$ cat config.mk
export PLATFORM = sky130hd
export DESIGN_NAME = gat_bram_load_ctrl
export DESIGN_NICKNAME = d
export VERILOG_FILES = /design/src/rtl/gat_bram_load_ctrl.sv
export SDC_FILE = /design/constraint.sdc
export NUM_CORES = 1
export LEC_CHECK = 0
export CORE_MARGIN = 4
export CORE_UTILIZATION = 40
export CTS_CLUSTER_DIAMETER = 80
export DETAILED_ROUTE_END_ITERATION = 8
export HOLD_SLACK_MARGIN = 0.15
export PLACE_DENSITY = 0.89
export RECOVER_POWER = 25
export SKIP_LAST_GASP = 1
export SYNTH_ARGS = -nofsm -noshare
export SYNTH_HDL_FRONTEND = slang
export SYNTH_SLANG_ARGS = --single-unit
$ cat constraint.sdc
create_clock -name clk -period 3.46 [get_ports clk]
set_clock_uncertainty 0.2 [all_clocks]
set_input_delay 0.865 -clock clk [delete_from_list [all_inputs] [get_ports clk]]
set_output_delay 0.865 -clock clk [all_outputs]
set_load 0.02 [all_outputs]
$ cat src/rtl/gat_bram_load_ctrl.sv
// gat_bram_load_ctrl
//
// Host-to-BRAM load controller for the GAT core input memories. Each of the
// NUM_CH channels takes byte-addressed 32-bit host writes and turns them into
// word-addressed BRAM writes, with the data truncated to CH_DATA_W bits. Each
// channel counts the words it accepts. When the host raises load done, that
// count is checked against a runtime expected count. Once every channel is
// loaded, the block issues a single gat_start pulse.
//
// Ports
//   clk, rst        : clock, synchronous active-high reset
//   clear           : one-cycle pulse that restarts loading for a new layer
//   host_din        : per-channel 32-bit write data, channel c at [c*TOP_WIDTH +: TOP_WIDTH]
//   host_ena/wea    : per-channel enable / write enable
//   host_addra      : per-channel byte address (CH_ADDR_W+2 bits)
//   host_load_done  : per-channel load-done level; its rising edge closes the channel
//   exp_cnt         : per-channel expected word count (CNT_W bits)
//   bram_din/addra  : registered write data / word address, held between writes
//   bram_ena/wea    : registered enables, high for exactly one cycle per accepted write
//   ch_loaded       : channel state (1 = DONE, 0 = LOADING); this is the FSM state bit
//   all_loaded      : every channel is DONE (registered one cycle after ch_loaded)
//   gat_start       : one-cycle pulse in the first cycle all_loaded is high
//   status          : {all_loaded, err_ovf[6:0], err_cnt, err_addr, ch_loaded}
//
// Handshake: there is no backpressure. A host write is accepted in the cycle
// in which ena & wea are high, the channel is LOADING, the address is
// word-aligned and clear is low. An accepted write shows up on the BRAM port
// exactly one cycle later.
module gat_bram_load_ctrl #(
  parameter int NUM_CH    = 3,
  parameter int TOP_WIDTH = 32,
  parameter int CH_DATA_W = 16,
  parameter int CH_ADDR_W = 18,
  parameter int CNT_W     = CH_ADDR_W + 1
) (
  input  logic                           clk,
  input  logic                           rst,
  input  logic                           clear,
  input  logic [NUM_CH*TOP_WIDTH-1:0]    host_din,
  input  logic [NUM_CH-1:0]              host_ena,
  input  logic [NUM_CH-1:0]              host_wea,
  input  logic [NUM_CH*(CH_ADDR_W+2)-1:0] host_addra,
  input  logic [NUM_CH-1:0]              host_load_done,
  input  logic [NUM_CH*CNT_W-1:0]        exp_cnt,
  output logic [NUM_CH*CH_DATA_W-1:0]    bram_din,
  output logic [NUM_CH-1:0]              bram_ena,
  output logic [NUM_CH-1:0]              bram_wea,
  output logic [NUM_CH*CH_ADDR_W-1:0]    bram_addra,
  output logic [NUM_CH-1:0]              ch_loaded,
  output logic                           all_loaded,
  output logic                           gat_start,
  output logic [TOP_WIDTH-1:0]           status
);

  localparam int HA_W = CH_ADDR_W + 2;
  localparam logic [CNT_W-1:0] CNT_ONE = {{(CNT_W-1){1'b0}}, 1'b1};
  localparam logic [CNT_W-1:0] CNT_MAX = {CNT_W{1'b1}};

  typedef enum logic {
    LOADING = 1'b0,
    DONE    = 1'b1
  } ch_state_e;

  ch_state_e        state_q [NUM_CH];
  ch_state_e        state_d [NUM_CH];
  logic [CNT_W-1:0] cnt_q   [NUM_CH];
  logic [CNT_W-1:0] cnt_d   [NUM_CH];

  logic [NUM_CH-1:0] done_q;
  logic [NUM_CH-1:0] accept;
  logic [NUM_CH-1:0] err_addr_q, err_addr_d;
  logic [NUM_CH-1:0] err_cnt_q, err_cnt_d;
  logic [NUM_CH-1:0] err_ovf_q, err_ovf_d;
  logic [NUM_CH-1:0] bram_en_q;
  logic              all_loaded_q, all_loaded_d;
  logic              gat_start_q, gat_start_d;

  // Only the low CH_DATA_W bits of each host word reach the BRAM.
  logic unused_din;
  assign unused_din = ^host_din;

  // Next-state logic, one independent FSM per channel.
  always_comb begin
    logic             wr;
    logic             aligned;
    logic             in_loading;
    logic             done_edge;
    logic [CNT_W-1:0] cnt_inc;

    accept     = '0;
    err_addr_d = err_addr_q;
    err_cnt_d  = err_cnt_q;
    err_ovf_d  = err_ovf_q;
    wr         = 1'b0;
    aligned    = 1'b0;
    in_loading = 1'b0;
    done_edge  = 1'b0;
    cnt_inc    = '0;

    for (int c = 0; c < NUM_CH; c++) begin
      state_d[c] = state_q[c];
      cnt_d[c]   = cnt_q[c];

      wr         = host_ena[c] & host_wea[c];
      aligned    = (host_addra[c*HA_W +: 2] == 2'b00);
      in_loading = (state_q[c] == LOADING);
      done_edge  = host_load_done[c] & ~done_q[c];
      accept[c]  = wr & in_loading & aligned & ~clear;

      // The count checked on a done edge includes a write accepted in the
      // same cycle. The counter saturates instead of wrapping.
      cnt_inc = (accept[c] && (cnt_q[c] != CNT_MAX)) ? cnt_q[c] + CNT_ONE : cnt_q[c];

      if (clear) begin
        state_d[c]    = LOADING;
        cnt_d[c]      = '0;
        err_addr_d[c] = 1'b0;
        err_cnt_d[c]  = 1'b0;
        err_ovf_d[c]  = 1'b0;
      end else begin
        cnt_d[c] = cnt_inc;
        if (wr && in_loading && !aligned) err_addr_d[c] = 1'b1;
        if (wr && !in_loading)            err_ovf_d[c]  = 1'b1;
        if (done_edge && in_loading) begin
          state_d[c] = DONE;
          if (cnt_inc != exp_cnt[c*CNT_W +: CNT_W]) err_cnt_d[c] = 1'b1;
        end
      end
    end

    // all_loaded follows the registered ch_loaded, so it trails ch_loaded by one cycle.
    all_loaded_d = ~clear & (&ch_loaded);
    gat_start_d  = all_loaded_d & ~all_loaded_q;
  end

  always_ff @(posedge clk) begin
    if (rst) begin
      for (int c = 0; c < NUM_CH; c++) begin
        state_q[c] <= LOADING;
        cnt_q[c]   <= '0;
      end
      done_q       <= '0;
      err_addr_q   <= '0;
      err_cnt_q    <= '0;
      err_ovf_q    <= '0;
      bram_en_q    <= '0;
      bram_din     <= '0;
      bram_addra   <= '0;
      all_loaded_q <= 1'b0;
      gat_start_q  <= 1'b0;
    end else begin
      for (int c = 0; c < NUM_CH; c++) begin
        state_q[c] <= state_d[c];
        cnt_q[c]   <= cnt_d[c];
        if (accept[c]) begin
          bram_din[c*CH_DATA_W +: CH_DATA_W]   <= host_din[c*TOP_WIDTH +: CH_DATA_W];
          bram_addra[c*CH_ADDR_W +: CH_ADDR_W] <= host_addra[c*HA_W + 2 +: CH_ADDR_W];
        end
      end
      // done_q keeps tracking during clear so a level held across clear is not a new edge.
      done_q       <= host_load_done;
      err_addr_q   <= err_addr_d;
      err_cnt_q    <= err_cnt_d;
      err_ovf_q    <= err_ovf_d;
      bram_en_q    <= accept;
      all_loaded_q <= all_loaded_d;
      gat_start_q  <= gat_start_d;
    end
  end

  always_comb begin
    for (int c = 0; c < NUM_CH; c++) begin
      ch_loaded[c] = (state_q[c] == DONE);
    end
  end

  assign bram_ena   = bram_en_q;
  assign bram_wea   = bram_en_q;
  assign all_loaded = all_loaded_q;
  assign gat_start  = gat_start_q;

  always_comb begin
    logic [7:0] loaded8;
    logic [7:0] eaddr8;
    logic [7:0] ecnt8;
    logic [7:0] eovf8;
    loaded8 = '0;
    eaddr8  = '0;
    ecnt8   = '0;
    eovf8   = '0;
    loaded8[NUM_CH-1:0] = ch_loaded;
    eaddr8[NUM_CH-1:0]  = err_addr_q;
    ecnt8[NUM_CH-1:0]   = err_cnt_q;
    eovf8[NUM_CH-1:0]   = err_ovf_q;
    status = {all_loaded_q, eovf8[6:0], ecnt8, eaddr8, loaded8};
  end

endmodule

==> metrics.md, run 1 <==
| Metric | Value |
|---|---|
| Starting density of the core | 0.406 |
| Max_cap viols | 1 |
| Commonest non-fill, non-tap cell in the layout | clkdlybuf4s50_1 |
| GRT Util Overall | 0.238 |
| Post-route cell area | 0.0136 sq mm |
| CTS tree | built |
| Seq/Total Area, Yosys | 0.391 |
| Drt total wl | 31.6 mm |
| Synth Flop Type | dfxtp_1 |
| Clock-pin slew on the worst setup and hold paths | 80 ps |
| Biggest regs | cnt_q x57, bram_addra x54, bram_din x48 |
| Vias | 9777 |
| Slew at the pin closest to its max-slew limit | 2180 ps |
| Final hold viol count | 0 |
| Largest stage delay, worst path | 490 ps |
| DRC | 0 |
| Die footprint | 0.0254 sq mm |
| Distinct cells, synth | 85 |
| Antenna cells | 0 |
| Die H | 159 um |
| Delay-heaviest family, CP | simple AND/OR/NAND/NOR gates |
| #FFs+latches synth | 179 |
| Mux cell area share after synthesis | 0.0122 |
| Largest net degree at the start of global routing | 105 |
| WP buf/inv | 3 |
| Synthesis-to-layout area growth | 48.6% |
| Clock root buffer | clkbuf_16 |
| Die width | 159 um |
| # fillers | 1939 |
| Asr flop ratio synth | 0 |
| Post-synthesis compound-gate area fraction | 0.170 |
| Pins over their slew limit | 105 |
| Router iterations before antenna repair | 5 |
| Worst skew pair latency | 430 ps |
| Biggest register | cnt_q |
| Routability cong. | 0.972 |
| CP arrival | 3480 ps |
| Critical-path maximum fanout | 5 |
| H-tree levels | 4 |
| Final period util | 0.976 |
| Worst Setup Start Kind | input port |
| Dpl cell area | 0.0129 sq mm |
| Post-synthesis instance total | 1171 |
| Cells along the critical path | clkdlybuf4s50_1, or3_4, buf_4, nor2_4, buf_6, nand4_1, xor2_1, o221ai_1, a211o_1, nor4_4, a21oi_1 |
| Crit Path Class | in -> reg |
| Final net count | 1751 |
| Synthesized cell area | 0.00915 sq mm |
| Port buffer count | 302 |
| Io pins | 370 |
| Clock sink total | 179 |
| Global route overflow | 0 |
| Crit path capture type | register |
| Standard-cell row count | 55 |
| CTS Buf Count | 17 |
| Vias in the first global route | 9619 |
| First-pass GRT wire length | 49.9 mm |
| DPL Wire Length | 24.0 mm |
| Largest family of logic cells by synthesized area | simple AND/OR/NAND/NOR gates |
| Detail-routed via count per cell | 5.37 |
| Multi-input gate area | 0.00514 sq mm |
| Lkg Pwr | 4.81 nW |
| Commonest cells after routing, fill and taps aside | clkdlybuf4s50_1, nand2_1, dfxtp_1 |
| Core area | 0.0226 sq mm |
| Layout cell share with drive strength beyond 1 | 0.120 |
| Relative slew slack | -0.455 |
| Worst hold path class | reg -> reg |
| Outcome | finished with violations |
| Worst-case clock buffer depth | 2 |
| YS warnings | 0 |
| Max Clk Rate | 0.296 GHz |
| Initial DRC count | 754 |
| Mean post-synth cell area | 7.82 sq um |
| Tmin final | 3380 ps |
| Antenna Nets Post-Route | 0 |
| Adder-Cell Fraction of Synth Area | 0.00410 |
| Synth Area in Simple Gates | 0.269 |
| Largest register FFs | 57 |
| Final setup viols | 0 |
| Initial antenna violation count | 0 |
| Cts-stage hold buffer count | 0 |
| CP required | 3570 ps |
| Maximum vdd drop | 256 uV |
| Failing checks | capacitance limit, slew limit |
| Post-synth EDFFs | 0 |
| Setup_tns | 0 ps |
| Routed len/inst | 17.4 um |
| Critical path's slowest cell | clkdlybuf4s50_1 |
| Register Area | 0.00358 sq mm |
| Synth Area in XOR/XNOR | 0.0861 |
| Pwr per Cell Area | 335 mW/mm^2 |
layer usage:
| metal | wire, um | vias up | global-route usage |
|---|---|---|---|
| met3 | 2180 | 70 | 0.0427 |
| met2 | 15600 | 436 | 0.411 |
| met1 | 12900 | 4556 | 0.297 |
| met5 | 0 | - | 0 |
| met4 | 964 | 0 | 0.0915 |
| li1 | - | 4715 | - |
kinds of logic after synthesis:
logic type,after synthesis
AO/OA/AOI/OAI,245
XOR/XNOR,90
adder cells (fa/ha/maj),3
buffers and inverters,120
flip-flops,179
multiplexers,11
other,1
AND/OR/NAND/NOR,522
cell type report:
| class | count | area share |
|---|---|---|
| inverter | 23 | 0.00635 |
| clock inverter | 14 | 0.0122 |
| clock buffer | 18 | 0.0315 |
| multi-input combinational | 890 | 0.378 |
| timing repair buffer | 412 | 0.282 |
| sequential | 179 | 0.263 |
| tap | 285 | 0.0262 |
worst register-to-register path, delay by kind of cell (launching register included):
| family | cells | cell delay (ps) |
|---|---|---|
| AND/OR/NAND/NOR | 5 | 1460 |
| flip-flops | 1 | 510 |
| XOR/XNOR | 2 | 390 |
| adder cells (fa/ha/maj) | 1 | 220 |
| AO/OA/AOI/OAI | 1 | 250 |
what timing repair did:
item                                    CTS  global route
gates resized for setup                   3            22
gates cloned                              0             0
pin swaps                                 0             7
endpoints found under the setup margin    2             3
buffers inserted                          0             2
power breakdown:
part / switching [mW] / internal (mW)
Sequential: 0.0131 / 2.08
Clock: 0.964 / 0.974
Combinational: 0.239 / 0.289
cells in the mapped netlist (3+ instances only):
cell type	count	area share
and3b_1	3	0.0029
nand3_1	24	0.013
o221ai_1	3	0.0029
a211oi_1	6	0.0049
nand2b_1	9	0.0062
o2111ai_1	3	0.0029
nand3b_1	5	0.0041
and4_1	7	0.0067
clkbuf_1	43	0.018
o41ai_1	3	0.0029
a21oi_1	137	0.075
a2111oi_0	8	0.0077
nand4_1	26	0.018
o32ai_1	4	0.0038
dfxtp_1	179	0.39
xor2_1	40	0.038
nor3_1	19	0.010
or2_2	3	0.0021
and3_1	7	0.0048
buf_2	13	0.0071
or3_1	8	0.0055
inv_1	23	0.0094
nand2_1	258	0.11
nor3_2	3	0.0033
o22ai_1	7	0.0048
ha_1	3	0.0041
mux2i_1	10	0.011
and2_1	7	0.0048
o31ai_1	3	0.0025
nor4_1	17	0.012
buf_4	31	0.025
nor2b_1	12	0.0082
o21ai_0	17	0.0093
a31oi_1	14	0.0096
nor3b_1	5	0.0041
nor2_1	89	0.036
buf_1	6	0.0025
buf_6	3	0.0037
xnor2_1	50	0.048
a22oi_1	5	0.0041
final timing paths:
check / cells past startpoint / slack [ps] / endpoint / startpoint
hold / removal: 2 / 250 / err_addr_q[1] / err_addr_q[1]
setup / recovery: 11 / 80 / err_cnt_q[1] / host_addra[21]
hold reg to reg: 2 / 250 / err_addr_q[1] / err_addr_q[1]
setup reg to reg: 9 / 310 / err_cnt_q[2] / cnt_q[0][38]
metrics by stage:
stage / worst slack (ps) / instances / hold WS, ps / power (mW) / util
3_3_place_gp: -435 / 1787 / 234 / 2.65 / 0.572
2_1_floorplan: 47.1 / 1189 / 260 / 2.34 / -
4_1_cts: 0.537 / 1819 / 252 / 4.60 / 0.599
3_5_place_dp: -506 / 1787 / 241 / 2.66 / 0.572
6_report: 84.6 / 1821 / 251 / 4.56 / 0.603
5_1_grt: -6.01 / 1821 / 269 / 4.72 / 0.603
Note: power is estimated with default switching activity, not from simulation.
==> inputs of run 2 (changes only) <==
Settings changed: CORE_AREA set to 4 4 143 145, CORE_MARGIN 4 to not set, CORE_UTILIZATION 40 to not set, DIE_AREA set to 0 0 147 149, DONT_BUFFER_PORTS set to 1, PLACE_DENSITY 0.89 to 0.76.
==> run 2 against run 1 <==
Net effect:
- the run still ends with capacitance limit, slew limit left
- routed wire length is 14% lower
- hold slack better by 56 ps
- sequential share of layout area is 9.7 points higher
- global-route usage is 0.40 points lower
- via count is 16% lower
- critical endpoint is now err_cnt_q[2]
==> metrics.md, run 2 (synthesis results as in run 1) <==
| Metric | Value |
|---|---|
| Outcome | finished with violations |
| Failing checks | capacitance limit, slew limit |
| Starting density of the core | 0.477 |
| CTS Buf Count | 17 |
| Largest register FFs | 57 |
| RR Endpoint | err_cnt_q[2] |
| Cells along the critical path | and4_1, nand4_1, a2111oi_0, xnor2_1, xor2_1, o2111ai_1, or4_1, o221a_1 |
| CP required | 3570 ps |
| Lkg Pwr | 3.20 nW |
| DPL Wire Length | 20.7 mm |
| Core area | 0.0192 sq mm |
| Drt total wl | 27.0 mm |
| Die H | 149 um |
| Final hold slack | 306 ps |
| WP buf/inv | 0 |
| Vias in the first global route | 7815 |
| CTS tree | built |
| Switch share | 0.258 |
| Pint | 3.15 mW |
| Worst hold path class | in -> reg |
| Port buffer count | 0 |
| Initial DRC count | 554 |
| # fillers | 1858 |
| Largest stage delay, worst path | 600 ps |
| Clock root buffer | clkbuf_16 |
| Initial antenna violation count | 0 |
| Crit Path Class | reg -> reg |
| DRC | 0 |
| Critical path's slowest cell | a2111oi_0 |
| Routed len/inst | 18.9 um |
| Clock network power share | 0.458 |
| Max_cap viols | 4 |
| Slew at the pin closest to its max-slew limit | 2060 ps |
| CP arrival | 3420 ps |
| Worst-case clock buffer depth | 2 |
| Synthesis-to-layout area growth | 8.72% |
| Final net count | 1380 |
| Tmin final | 3300 ps |
| Standard-cell row count | 51 |
| Delay-heaviest family, CP | simple AND/OR/NAND/NOR gates |
| Cts-stage hold buffer count | 0 |
| Worst setup path startpoint | cnt_q[0][38] |
| Router iterations before antenna repair | 5 |
| Antenna Nets Post-Route | 0 |
| Final period util | 0.955 |
| Psw | 1.09 mW |
| Detail-routed via count per cell | 5.75 |
| Crit path capture | err_cnt_q[2] |
| GRT Util Overall | 0.234 |
| Cells after DPL | 1398 |
| Crit path capture type | register |
| Final hold viol count | 0 |
| Critical register-to-register path startpoint | cnt_q[0][38] |
| Maximum vdd drop | 293 uV |
| Clock-pin slew on the worst setup and hold paths | 70 ps |
| Post-route cell area | 0.00995 sq mm |
| CP Depth | 8 |
| Post-CTS setup buffer count | 0 |
| Vias | 8217 |
| FF-to-FF path depth | 8 |
| Worst skew pair latency | 420 ps |
| Layout cell share with drive strength beyond 1 | 0.0850 |
| Antenna cells | 0 |
| Die footprint | 0.0219 sq mm |
| Biggest register | cnt_q |
| Biggest regs | cnt_q x57, bram_addra x54, bram_din x48 |
| Routability cong. | 1.00 |
| Max Clk Rate | 0.303 GHz |
| First-pass GRT wire length | 41.6 mm |
| Post_cts resized | 0 |
| Die width | 147 um |
| Relative slew slack | -0.370 |
| Pwr per Cell Area | 426 mW/mm^2 |
| Commonest non-fill, non-tap cell in the layout | nand2_1 |
| Critical-path maximum fanout | 9 |
| Io pins | 370 |
| Sequential Power Share | 0.500 |
| Commonest cells after routing, fill and taps aside | nand2_1, dfxtp_1, a21oi_1 |
| Final cell count without fillers | 1430 |
| Largest net degree at the start of global routing | 111 |
| Combinational power share | 0.042 |
| R2r setup slk | 160 ps |
| H-tree levels | 4 |
| Worst Setup Start Kind | register |
| Clock sink total | 179 |
| RSZ-0062 raised after global routing | false |
| Final setup viols | 0 |
| Global route overflow | 0 |
| Pins over their slew limit | 146 |
| Dpl cell area | 0.00935 sq mm |
-- run 2: cell count changes in the layout (fill, tap and decap cells not counted), sizes merged --
cell / before / now
clkdlybuf4s50: 262 / 0
dlymetal6s2s: 1 / 0
buf: 107 / 37
inv: 28 / 29
dlygate4sd3: 38 / 0
clkinvlp: 1 / 0
-- run 2: cell type report --
| class | instances | area (sq um) | area share |
|---|---|---|---|
| multi-input combinational | 890 | 5040 | 0.507 |
| inverter | 23 | 86.3 | 0.00867 |
| sequential | 179 | 3580 | 0.360 |
| tap | 265 | 332 | 0.0333 |
| timing repair buffer | 41 | 290 | 0.0292 |
| clock inverter | 14 | 178 | 0.0179 |
| clock buffer | 18 | 439 | 0.0441 |
-- run 2: per-layer routing --
| metal | vias to the layer above | GRT usage | wire (um) |
|---|---|---|---|
| met2 | 385 | 0.392 | 13100 |
| li1 | 3970 | - | - |
| met5 | - | 0 | 0 |
| met3 | 45 | 0.0690 | 2750 |
| met1 | 3817 | 0.296 | 10700 |
| met4 | 0 | 0.0652 | 550 |
-- run 2: worst min path at each step --
stage	cells past startpoint	slack [ps]	start	end
2_1_floorplan	2	260	cnt_q[0][18]	cnt_q[0][18]
3_3_place_gp	3	290	done_q[1]	state_q[0][1]
3_5_place_dp	3	300	done_q[2]	state_q[0][2]
4_1_cts	1	290	rst	bram_addra[18]
5_1_grt	1	280	rst	bram_addra[18]
6_report	1	310	rst	bram_addra[18]
-- run 2: power groups by stage --
stage / sequential (mW) / combinational (mW) / clock [mW]
detailed placement: 2.17 / 0.178 / 0
finish: 2.12 / 0.178 / 1.94
global placement: 2.17 / 0.176 / 0
CTS: 2.12 / 0.179 / 1.99
floorplan: 2.16 / 0.173 / 0
global route: 2.12 / 0.196 / 2.08
-- run 2: per-stage QoR --
stage / util / power (mW) / setup slack (ps) / TNS [ps]
floorplan: - / 2.34 / 47.1 / 0
global placement: 0.487 / 2.34 / 66.9 / 0
detailed placement: 0.487 / 2.35 / -21.2 / -36.1
CTS: 0.519 / 4.29 / 221 / 0
global route: 0.518 / 4.40 / 14.6 / 0
finish: 0.518 / 4.24 / 155 / 0
